$ cat src/rtl/pl_pkg.sv
// Shared types and constants for the execute stage and its RNS reducer.
package pl_pkg;

    localparam int unsigned LANE_W = 8;
    localparam int unsigned PROD_W = 2 * LANE_W;
    localparam int unsigned CNT_W  = 3;

    typedef enum logic [2:0] {
        ALU_ADD    = 3'd0,
        ALU_SUB    = 3'd1,
        ALU_AND    = 3'd2,
        ALU_OR     = 3'd3,
        ALU_XOR    = 3'd4,
        ALU_MUL    = 3'd5,
        ALU_CMP    = 3'd6,
        ALU_PASS_B = 3'd7
    } alu_op_e;

    // Bit positions inside ID_reg / EX_reg.
    typedef enum int unsigned {
        EX_STORE_TO_MEM         = 0,
        EX_REG_WR_EN            = 1,
        EX_SAVE_COUT            = 2,
        EX_INVALIDATE_EXECUTE   = 3,
        EX_LOAD_TRUE            = 4,
        EX_INVALIDATE_FETCH     = 5,
        EX_INVALIDATE_DECODE    = 6,
        EX_DEST_RNS             = 7
    } ex_bit_e;

    // Bit positions inside branch_conds_EX.
    typedef enum int unsigned {
        BC_EQ    = 0,
        BC_GT    = 1,
        BC_LT    = 2,
        BC_CARRY = 3,
        BC_CMP   = 4
    } bc_bit_e;

    typedef enum logic {
        ST_IDLE   = 1'b0,
        ST_REDUCE = 1'b1
    } ex_state_e;

    // Modular add for operands already below m.
    function automatic logic [LANE_W-1:0] rns_add(input logic [LANE_W-1:0] a,
                                                  input logic [LANE_W-1:0] b,
                                                  input logic [LANE_W-1:0] m);
        logic [LANE_W:0] s;
        s = (LANE_W+1)'(a) + (LANE_W+1)'(b);
        if (s >= (LANE_W+1)'(m)) s = s - (LANE_W+1)'(m);
        return s[LANE_W-1:0];
    endfunction

    // Modular subtract for operands already below m.
    function automatic logic [LANE_W-1:0] rns_sub(input logic [LANE_W-1:0] a,
                                                  input logic [LANE_W-1:0] b,
                                                  input logic [LANE_W-1:0] m);
        logic [LANE_W:0] s;
        if (a >= b) s = (LANE_W+1)'(a) - (LANE_W+1)'(b);
        else        s = (LANE_W+1)'(a) + (LANE_W+1)'(m) - (LANE_W+1)'(b);
        return s[LANE_W-1:0];
    endfunction

endpackage

$ cat src/rtl/pl_ex_stage_if.sv
// ID -> EX -> MEM/WB bundle; master is the ID side, slave is the EX stage.
interface pl_ex_stage_if
    import pl_pkg::*;
#(
    parameter int unsigned NUM_DOMAINS = 1
);
    logic                            in_valid;
    alu_op_e                         alu_op;
    logic [NUM_DOMAINS*LANE_W-1:0]   op_a;
    logic [NUM_DOMAINS*LANE_W-1:0]   op_b;
    logic [0:7]                      ID_reg;
    logic                            flush;
    logic                            stall_out;
    logic [NUM_DOMAINS*LANE_W-1:0]   operation_result;
    logic [0:7]                      EX_reg;
    logic [0:4]                      branch_conds_EX;

    modport master (
        output in_valid, alu_op, op_a, op_b, ID_reg, flush,
        input  stall_out, operation_result, EX_reg, branch_conds_EX
    );

    modport slave (
        input  in_valid, alu_op, op_a, op_b, ID_reg, flush,
        output stall_out, operation_result, EX_reg, branch_conds_EX
    );
endinterface

$ cat src/rtl/rns_mod_reducer.sv
// One RNS lane: latches a*b, then reduces mod MODULUS by shift-subtract over 8 steps.
module rns_mod_reducer
    import pl_pkg::*;
#(
    parameter logic [LANE_W-1:0] MODULUS = 8'd255
) (
    input  logic              clk,
    input  logic              reset,
    input  logic              start,
    input  logic              flush,
    input  logic [LANE_W-1:0] a,
    input  logic [LANE_W-1:0] b,
    output logic [LANE_W-1:0] result,
    output logic              done
);
    logic [PROD_W-1:0] prod_q;
    logic [CNT_W-1:0]  cnt_q;
    logic              busy_q;
    logic [PROD_W-1:0] shifted_m;

    assign shifted_m = PROD_W'(MODULUS) << cnt_q;
    assign result    = prod_q[LANE_W-1:0];

    // Product latch and one conditional subtract of m<<cnt per cycle.
    always_ff @(posedge clk) begin
        if (!reset) begin
            prod_q <= '0;
            cnt_q  <= '0;
            busy_q <= 1'b0;
            done   <= 1'b0;
        end else if (flush) begin
            cnt_q  <= '0;
            busy_q <= 1'b0;
            done   <= 1'b0;
        end else if (start) begin
            prod_q <= PROD_W'(a) * PROD_W'(b);
            cnt_q  <= CNT_W'(7);
            busy_q <= 1'b1;
            done   <= 1'b0;
        end else if (busy_q) begin
            if (prod_q >= shifted_m) prod_q <= prod_q - shifted_m;
            cnt_q <= cnt_q - CNT_W'(1);
            if (cnt_q == '0) begin
                busy_q <= 1'b0;
                done   <= 1'b1;
            end
        end else begin
            done <= 1'b0;
        end
    end
endmodule

$ cat src/rtl/pl_ex_stage.sv
// Execute stage: binary ALU on lane 0 or per-lane RNS ALU, iterative RNS multiply.
module pl_ex_stage
    import pl_pkg::*;
#(
    parameter int unsigned                 NUM_DOMAINS  = 1,
    parameter int unsigned                 PROG_CTR_WID = 10,
    parameter logic [NUM_DOMAINS*8-1:0]    MODULI       = {NUM_DOMAINS{8'd255}}
) (
    input  logic          clk,
    input  logic          reset,
    pl_ex_stage_if.slave  ex
);
    localparam int unsigned DW = NUM_DOMAINS * LANE_W;

    if (PROG_CTR_WID == 0) begin : g_bad_pc_wid
        $error("pl_ex_stage: PROG_CTR_WID must be nonzero");
    end

    ex_state_e      state_q, state_d;
    logic [0:7]     pend_q, pend_d;
    logic [DW-1:0]  res_d;
    logic [0:7]     exr_d;
    logic [0:4]     bc_d;
    logic [DW-1:0]  alu_res;
    logic [0:4]     alu_bc;
    logic [DW-1:0]  red_res;
    logic [NUM_DOMAINS-1:0] red_done;
    logic           mul_start_c;
    logic           is_rns;
    logic [LANE_W-1:0] a0, b0;
    logic [LANE_W:0]   sum9;
    logic [PROD_W-1:0] prod0;

    assign is_rns       = ex.ID_reg[EX_DEST_RNS];
    assign a0           = ex.op_a[LANE_W-1:0];
    assign b0           = ex.op_b[LANE_W-1:0];
    assign ex.stall_out = (state_q == ST_REDUCE);

    for (genvar i = 0; i < NUM_DOMAINS; i++) begin : g_lane
        rns_mod_reducer #(
            .MODULUS (MODULI[i*LANE_W +: LANE_W])
        ) u_reducer (
            .clk    (clk),
            .reset  (reset),
            .start  (mul_start_c),
            .flush  (ex.flush),
            .a      (ex.op_a[i*LANE_W +: LANE_W]),
            .b      (ex.op_b[i*LANE_W +: LANE_W]),
            .result (red_res[i*LANE_W +: LANE_W]),
            .done   (red_done[i])
        );
    end

    // Single-cycle ALU result and branch conditions for the presented instruction.
    always_comb begin
        alu_res = '0;
        alu_bc  = '0;
        sum9    = '0;
        prod0   = '0;
        if (!is_rns) begin
            unique case (ex.alu_op)
                ALU_ADD: begin
                    sum9 = (LANE_W+1)'(a0) + (LANE_W+1)'(b0);
                    alu_res[LANE_W-1:0] = sum9[LANE_W-1:0];
                    alu_bc[BC_CARRY]    = sum9[LANE_W];
                end
                ALU_SUB: begin
                    alu_res[LANE_W-1:0] = a0 - b0;
                    alu_bc[BC_CARRY]    = (a0 < b0);
                end
                ALU_AND:    alu_res[LANE_W-1:0] = a0 & b0;
                ALU_OR:     alu_res[LANE_W-1:0] = a0 | b0;
                ALU_XOR:    alu_res[LANE_W-1:0] = a0 ^ b0;
                ALU_PASS_B: alu_res[LANE_W-1:0] = b0;
                ALU_MUL: begin
                    prod0 = PROD_W'(a0) * PROD_W'(b0);
                    alu_res[LANE_W-1:0] = prod0[LANE_W-1:0];
                    alu_bc[BC_CARRY]    = |prod0[PROD_W-1:LANE_W];
                end
                ALU_CMP: begin
                    alu_bc[BC_EQ]  = (a0 == b0);
                    alu_bc[BC_GT]  = (a0 > b0);
                    alu_bc[BC_LT]  = (a0 < b0);
                    alu_bc[BC_CMP] = 1'b1;
                end
                default: ;
            endcase
        end else begin
            for (int i = 0; i < NUM_DOMAINS; i++) begin
                unique case (ex.alu_op)
                    ALU_ADD: alu_res[i*LANE_W +: LANE_W] =
                        rns_add(ex.op_a[i*LANE_W +: LANE_W], ex.op_b[i*LANE_W +: LANE_W],
                                MODULI[i*LANE_W +: LANE_W]);
                    ALU_SUB: alu_res[i*LANE_W +: LANE_W] =
                        rns_sub(ex.op_a[i*LANE_W +: LANE_W], ex.op_b[i*LANE_W +: LANE_W],
                                MODULI[i*LANE_W +: LANE_W]);
                    ALU_PASS_B: alu_res[i*LANE_W +: LANE_W] = ex.op_b[i*LANE_W +: LANE_W];
                    default: ;
                endcase
            end
            if (ex.alu_op == ALU_CMP) begin
                alu_bc[BC_EQ]  = (ex.op_a == ex.op_b);
                alu_bc[BC_CMP] = 1'b1;
            end
        end
    end

    // Next state and next registered outputs; bubble unless something completes.
    always_comb begin
        state_d     = state_q;
        pend_d      = pend_q;
        res_d       = '0;
        exr_d       = '0;
        bc_d        = '0;
        mul_start_c = 1'b0;
        unique case (state_q)
            ST_IDLE: begin
                if (ex.in_valid) begin
                    if (is_rns && ex.alu_op == ALU_MUL) begin
                        mul_start_c = 1'b1;
                        pend_d      = ex.ID_reg;
                        state_d     = ST_REDUCE;
                    end else begin
                        res_d = alu_res;
                        exr_d = ex.ID_reg;
                        bc_d  = alu_bc;
                    end
                end
            end
            ST_REDUCE: begin
                if (&red_done) begin
                    res_d   = red_res;
                    exr_d   = pend_q;
                    state_d = ST_IDLE;
                end
            end
            default: state_d = ST_IDLE;
        endcase
        if (ex.flush) begin
            state_d     = ST_IDLE;
            res_d       = '0;
            exr_d       = '0;
            bc_d        = '0;
            mul_start_c = 1'b0;
        end
    end

    // State and output registers.
    always_ff @(posedge clk) begin
        if (!reset) begin
            state_q             <= ST_IDLE;
            pend_q              <= '0;
            ex.operation_result <= '0;
            ex.EX_reg           <= '0;
            ex.branch_conds_EX  <= '0;
        end else begin
            state_q             <= state_d;
            pend_q              <= pend_d;
            ex.operation_result <= res_d;
            ex.EX_reg           <= exr_d;
            ex.branch_conds_EX  <= bc_d;
        end
    end
endmodule

$ cat src/flat_wrapper.sv
// flat-port wrapper written by rule: the top's interface ports become plain ports
module pl_ex_stage_flat import pl_pkg::*;
#(
    parameter int unsigned                 NUM_DOMAINS  = 1,
    parameter int unsigned                 PROG_CTR_WID = 10,
    parameter logic [NUM_DOMAINS*8-1:0]    MODULI       = {NUM_DOMAINS{8'd255}}
)
  (clk, reset, ex_in_valid, ex_alu_op, ex_op_a, ex_op_b, ex_ID_reg, ex_flush, ex_stall_out, ex_operation_result, ex_EX_reg, ex_branch_conds_EX);
  pl_ex_stage_if #(.NUM_DOMAINS(NUM_DOMAINS)) ex_i ();
  input  logic clk;
  input  logic reset;
  input wire logic [$bits(ex_i.in_valid)-1:0] ex_in_valid;
  input wire logic [$bits(ex_i.alu_op)-1:0] ex_alu_op;
  input wire logic [$bits(ex_i.op_a)-1:0] ex_op_a;
  input wire logic [$bits(ex_i.op_b)-1:0] ex_op_b;
  input wire logic [$bits(ex_i.ID_reg)-1:0] ex_ID_reg;
  input wire logic [$bits(ex_i.flush)-1:0] ex_flush;
  output wire logic [$bits(ex_i.stall_out)-1:0] ex_stall_out;
  output wire logic [$bits(ex_i.operation_result)-1:0] ex_operation_result;
  output wire logic [$bits(ex_i.EX_reg)-1:0] ex_EX_reg;
  output wire logic [$bits(ex_i.branch_conds_EX)-1:0] ex_branch_conds_EX;
  assign ex_i.in_valid = ex_in_valid;
  assign ex_i.alu_op = ex_alu_op;
  assign ex_i.op_a = ex_op_a;
  assign ex_i.op_b = ex_op_b;
  assign ex_i.ID_reg = ex_ID_reg;
  assign ex_i.flush = ex_flush;
  assign ex_stall_out = ex_i.stall_out;
  assign ex_operation_result = ex_i.operation_result;
  assign ex_EX_reg = ex_i.EX_reg;
  assign ex_branch_conds_EX = ex_i.branch_conds_EX;
  pl_ex_stage #(.NUM_DOMAINS(NUM_DOMAINS), .PROG_CTR_WID(PROG_CTR_WID), .MODULI(MODULI)) u_core (.clk(clk), .reset(reset), .ex(ex_i));
endmodule
$ cat config.mk
export PLATFORM = sky130hd
export DESIGN_NAME = pl_ex_stage_flat
export DESIGN_NICKNAME = d
export VERILOG_FILES = /design/src/rtl/pl_pkg.sv /design/src/rtl/pl_ex_stage_if.sv /design/src/rtl/rns_mod_reducer.sv /design/src/rtl/pl_ex_stage.sv /design/src/flat_wrapper.sv
export SDC_FILE = /design/constraint.sdc
export NUM_CORES = 1
export LEC_CHECK = 0
export ABC_AREA = 1
export CAP_MARGIN = 30
export CORE_UTILIZATION = 53
export DETAILED_ROUTE_END_ITERATION = 8
export HOLD_SLACK_MARGIN = 0.03
export PLACE_DENSITY_LB_ADDON = 0.05
export SLEW_MARGIN = 20
export SYNTH_ARGS = -nofsm -noshare
export SYNTH_HDL_FRONTEND = slang
export SYNTH_SLANG_ARGS = --single-unit
$ cat constraint.sdc
create_clock -name clk -period 12.1 [get_ports clk]
set_clock_uncertainty 0.05 [all_clocks]
set_input_delay 3.025 -clock clk [delete_from_list [all_inputs] [get_ports clk]]
set_output_delay 3.025 -clock clk [all_outputs]
set_load 0.01 [all_outputs]
Word-level counts from Yosys, hierarchy flattened
Index checks and enable logic that the tools add are counted.
{"block": "op_classes", "bitwise_logic": 9, "add_sub_neg": 8, "order_cmp": 5, "n_mux": 32, "eq_ne": 8, "shift": 1, "reduce_logical": 13, "n_mul": 1}
{"cell": "8-bit 2-to-1 mux", "n": 9}
{"cell": "8-bit one-hot mux with 7 select lines", "n": 1}
{"cell": "16-bit 2-to-1 mux", "n": 3}
{"cell": "8-bit one-hot mux with 2 select lines", "n": 2}
{"cell": "8-bit one-hot mux with 3 select lines", "n": 1}
{"cell": "8-bit subtractor", "n": 3}
{"cell": "16-bit greater-or-equal comparator", "n": 1}
{"cell": "8-bit by 8-bit multiplier with 16-bit output", "n": 1}
{"cell": "8-bit by 3-bit left shift with 16-bit output, first input constant", "n": 1}
{"cell": "16-bit subtractor", "n": 1}
{"cell": "3-bit == test, second input constant", "n": 4}
{"cell": "1-bit 2-to-1 mux", "n": 11}
{"cell": "8-bit by 8-bit adder with 9-bit output", "n": 1}
{"cell": "9-bit by 8-bit greater-or-equal comparator with 1-bit output, second input constant", "n": 1}
{"cell": "3-bit 2-to-1 mux", "n": 3}
{"cell": "8-bit adder, second input constant", "n": 1}
{"cell": "8-bit AND", "n": 1}
{"cell": "8-bit == test", "n": 1}
{"cell": "8-bit greater-or-equal comparator", "n": 1}
{"cell": "8-bit > comparator", "n": 1}
{"cell": "8-bit less-than comparator", "n": 1}
{"cell": "8-bit OR", "n": 1}
{"cell": "8-bit OR reduction", "n": 1}
{"cell": "8-bit subtractor, second input constant", "n": 1}
{"cell": "16 further kinds", "n": 25}
{"block": "totals", "ff_bits": 51, "output_inout_bits": 22, "in_bits": 31, "wordCells": 88}

Depth between registers and ports, before layout
{"block": "depth", "ltp_word": 8, "mapped_depth": 24, "mapped_depth_nobuf": 23}

Modules after synthesis
From an unflattened synthesis, not the netlist that was laid out.
{"block": "hier_totals", "cells_unflattened": 1519, "hier_area_um2": 9650.5}
{"module": "pl_ex_stage", "seq_area_each_um2": 600.6, "cells_per_inst": 792, "instances": 1, "area_each_um2": 5223.8}
{"module": "rns_mod_reducer", "seq_area_each_um2": 420.4, "cells_per_inst": 727, "instances": 1, "area_each_um2": 4426.7}

Worst setup path before layout
No wires, ideal clock.
{"block": "synth_timing", "kind": "input-to-reg", "start": "in ex_op_b[7]", "end": "reg u_core.ex.branch_conds_EX[3]", "required_time_ns": 11.980, "cell_stages": 20, "path_slack_ns": 5.186, "path_buffers": 1, "t_arrival_ns": 6.794, "setup_ns": 0.070, "path_cell_list": "clkbuf_1 nand2_1 fa_1 fa_1 inv_1 fa_1 inv_1 fa_1 inv_1 ha_1 nand2_1 nor2_1 nand2_1 nand3_1 a21oi_1 xor2_1 nor2_1 nand3_1 nand2_1 a21oi_1"}
{"block": "synth_via", "elab_chain_len": 3, "elab_cells_between_ends": 5, "classes_between": "add/sub: 1; mul: 1; order compare: 1; mux: 1; reduce/logical: 1"}
{"item": "start, declared", "line_no": "flat_wrapper.sv:15", "text": "input wire logic [$bits(ex_i.op_b)-1:0] ex_op_b;"}
{"item": "8-bit by 8-bit multiplier with 16-bit output", "line_no": "pl_ex_stage.sv:76", "text": "prod0 = PROD_W'(a0) * PROD_W'(b0);"}
{"item": "8-bit OR reduction", "line_no": "pl_ex_stage.sv:78", "text": "alu_bc[BC_CARRY] = |prod0[PROD_W-1:LANE_W];"}
{"item": "1-bit one-hot mux with 3 select lines *", "line_no": "pl_ex_stage.sv:61", "text": "unique case (ex.alu_op)"}
{"item": "end signal, assigned", "line_no": "pl_ex_stage.sv:155", "text": "ex.branch_conds_EX <= '0;"}
{"item": "end signal, assigned", "line_no": "pl_ex_stage.sv:161", "text": "ex.branch_conds_EX <= bc_d;"}
{"item": "end, declared", "line_no": "pl_ex_stage_if.sv:25", "text": "output stall_out, operation_result, EX_reg, branch_conds_EX"}
Every way passes the cells marked *; elsewhere a longest branch is shown, timed or not.
A chain may end at the register's enable or synchronous reset.

Final worst setup path
{"block": "layout_timing", "start": "in ex_op_a[1]", "end": "reg u_core.ex.branch_conds_EX[3]"}
{"block": "layout_via", "elab_chain_len": 3, "elab_cells_between_ends": 5, "classes_between": "add/sub: 1; mul: 1; order compare: 1; mux: 1; reduce/logical: 1"}
{"item": "start, declared", "line_no": "flat_wrapper.sv:14", "text": "input wire logic [$bits(ex_i.op_a)-1:0] ex_op_a;"}
{"item": "8-bit by 8-bit multiplier with 16-bit output", "line_no": "pl_ex_stage.sv:76"}
{"item": "8-bit OR reduction", "line_no": "pl_ex_stage.sv:78"}
{"item": "1-bit one-hot mux with 3 select lines *", "line_no": "pl_ex_stage.sv:61"}
Marked as above.

==> flow_summary.yaml <==
route:
  vias_per_cell: 5.375
  first_iter_violations: 515
  first_pass_iters: 5
  wirelength_um: 19760
  drc: 0
  drtAntennaViolNets: 0
  vias: 6875
  post_drt_wl_per_cell_um: 15.45
cts:
  path_clk_slew_ps: 70
  post_cts_buffers: 0
  cts-root-buf: "clkbuf_16"
  cts_buffers: 5
  clk_latency_ps: 290
  cts_resized: 0
  cts_max_path_buffers: 2
  cts_hold_buf: 0
  cts.sinks: 51
  cts_tree: "done"
  h-tree-depth: 2
timing:
  final_max_slew_viol_count: 0
  max-slew-margin-rel_pct: 34.60
  max_freq_mhz: 131.1
  finalSetupViolCount: 0
  rsz0062_at_grt: "false"
  tightest_slew_ps: 978.0
  fin_crit_ps: 7627
  finalCritPeriodShare_pct: 63.04
  setup_slack_ps: 4473
  hold_viol: 0
  final.setup.tns_ps: 0
setup_path:
  worstPathRequired_ps: 12270
  crit_start: "ex_op_a[1]"
  cp_max_fo: 12
  r2r_start: "u_core.g_lane[0].u_reducer.cnt_q[1]"
  cp.arrival_ps: 7800
  crit_end: "u_core.ex.branch_conds_EX[3]"
  r2r.worst_path.cells: 18
  crit_type: "input port to flop"
  start_kind: "input port"
  r2r_end: "u_core.g_lane[0].u_reducer.prod_q[9]"
  end_kind: "flop"
  rrSetupSlack_ps: 8660
place:
  dp_slack_ps: 4162
  placed_cells: 1271
  routabilityCongestion: 0.9855
  dp_hpwl_um: 15920
  io_buffers: 52
yosys:
  synthCells: 1086
  synth_edf_count: 0
  synth.net_count: 1237
  synth_seq_cells: 51
  yosys_warnings: 0
  synth_area_per_cell_um2: 6.467
  synth_area_um2: 7023
  synthArstFlopShare_pct: 0
  synth_flop_cell: "dfxtp_1"
  synth_cell_type_count: 46
  ys_seq_area_share_pct: 14.54
global_route:
  antenna_found_initial: 0
  grt_remaining_overflow: 0
  grt_pass1_wl_um: 32950
  grt_pass1_vias: 6631
  grt.total_usage_pct: 30.99
  grt_max_degree: 32
worst_hold_path:
  min_from: "u_core.pend_q[3]"
  min_path_type: "flop to flop"
finish:
  fin_nets: 1257
  syn_to_final_growth_pct: 10.19
  regMostFlops: "u_core.g_lane.u_reducer.prod_q"
  antenna-diode-count: 0
  fill_cells: 1246
  fin_cells: 1279
  drive_gt1_share_pct: 2.439
  largest_reg_flops: 16
job:
  drv_cap: 0
die:
  die_area_um2: 13710
  rows: 41
  die_y_um: 117.1
  core_area_um2: 12770
  die_w_um: 117.1
  initial_core_util_pct: 54.98
  io_pins: 53
power_and_ir_drop:
  cellPowerDensity_nw_per_um2: 101.1
  p_total_uw: 782.4
  vdd_drop_max_v: 0.0001006
  p_leak_uw: 0.004297
run_status:
  status: "complete, no violations"
==> logic make-up after synthesis <==
family,Yosys count,synth area share [%]
adders and majority gates,120,25.65
and+or+nand+nor,497,30.54
muxes,1,0.1425
xor gates and xnor gates,30,3.741
buffers and inverters,255,14.40
DFF,51,14.54
AOI/OAI and AO/OA,132,10.99
==> cell usage in the layout, fill, tap and decap left out, types with 9 or more instances in the layout <==
master and instances:
nand3b_1 15, ha_1 80, dfxtp_1 51, nand3_1 79, nor3_1 10, a21oi_1 48
clkdlybuf4s50_1 52, xor2_1 21, fa_1 40, inv_1 207, nand4_1 13, nor2_1 94
o21ai_0 37, xnor2_1 9, nand2_1 274
==> per-stage QoR <==
stage	area (um2)	hold WS [ps]	utilization, %
after floorplan	7023	373.1	-
after global placement	7561	387.1	59.19
after detailed placement	7561	388.1	59.19
after CTS	7739	405.3	60.58
after global routing	7739	428.8	60.58
final	7739	402.3	60.58
==> report_power, final <==
| part | leakage (uW) | switching, uW | total (uW) | internal [uW] |
|---|---|---|---|---|
| Sequential | 0.000413 | 1.68 | 173 | 171 |
| Combinational | 0.00380 | 279 | 439 | 160 |
| Clock | 0.0000875 | 66.3 | 170 | 104 |
==> cells in the mapped netlist (15+ instances only) <==
library cell	count	share of area [%]
inv_1	207	11
nand2_1	274	15
fa_1	40	11
o21ai_0	37	2.6
a21oi_1	48	3.4
nand3_1	79	5.6
nor2_1	94	5.0
nand3b_1	15	1.6
xor2_1	21	2.6
dfxtp_1	51	15
clkbuf_1	23	1.2
ha_1	80	14
==> layer usage <==
layer / up-vias / track usage (%) / share of wire, %
li1: 3451 / - / -
met4: 0 / 7.764 / 1.9
met1: 3138 / 43.15 / 46
met3: 34 / 4.480 / 7.4
met5: - / 0 / 0
met2: 252 / 50.49 / 44
==> layout make-up <==
cell class | instances | area, um2 | area share, %
Tap cell | 172 | 215.2 | 2.781
Clock buffer | 6 | 138.9 | 1.795
Clock inverter | 2 | 38.79 | 0.5012
Sequential cell | 51 | 1021 | 13.19
Inverter | 216 | 813.3 | 10.51
Timing Repair Buffer | 52 | 520.5 | 6.726
Multi-Input combinational cell | 780 | 4991 | 64.49
==> worst min path at each step <==
stage | endpoint | slack, ps | cells after the start
2_1_floorplan | u_core.ex.EX_reg[2] | 370 | 2
3_3_place_gp | u_core.ex.EX_reg[2] | 390 | 2
3_5_place_dp | u_core.ex.EX_reg[3] | 390 | 2
4_1_cts | u_core.ex.EX_reg[3] | 410 | 2
5_1_grt | u_core.ex.EX_reg[3] | 430 | 2
6_report | u_core.ex.EX_reg[3] | 400 | 2
==> critical path, stage by stage <==
cell and delay, ps:
clkdlybuf4s50_1 880, nand2_1 150, fa_1 520, fa_1 550, inv_1 60, fa_1 530
inv_1 50, fa_1 520, inv_1 40, ha_1 330, nand2_1 120, nor2_1 60
nand2_1 60, nand3_1 90, a21oi_1 180, xor2_1 250, nor2_1 70, nand3_1 100
nand2_1 60, a21oi_1 140
(Power assumes the default switching activity.)
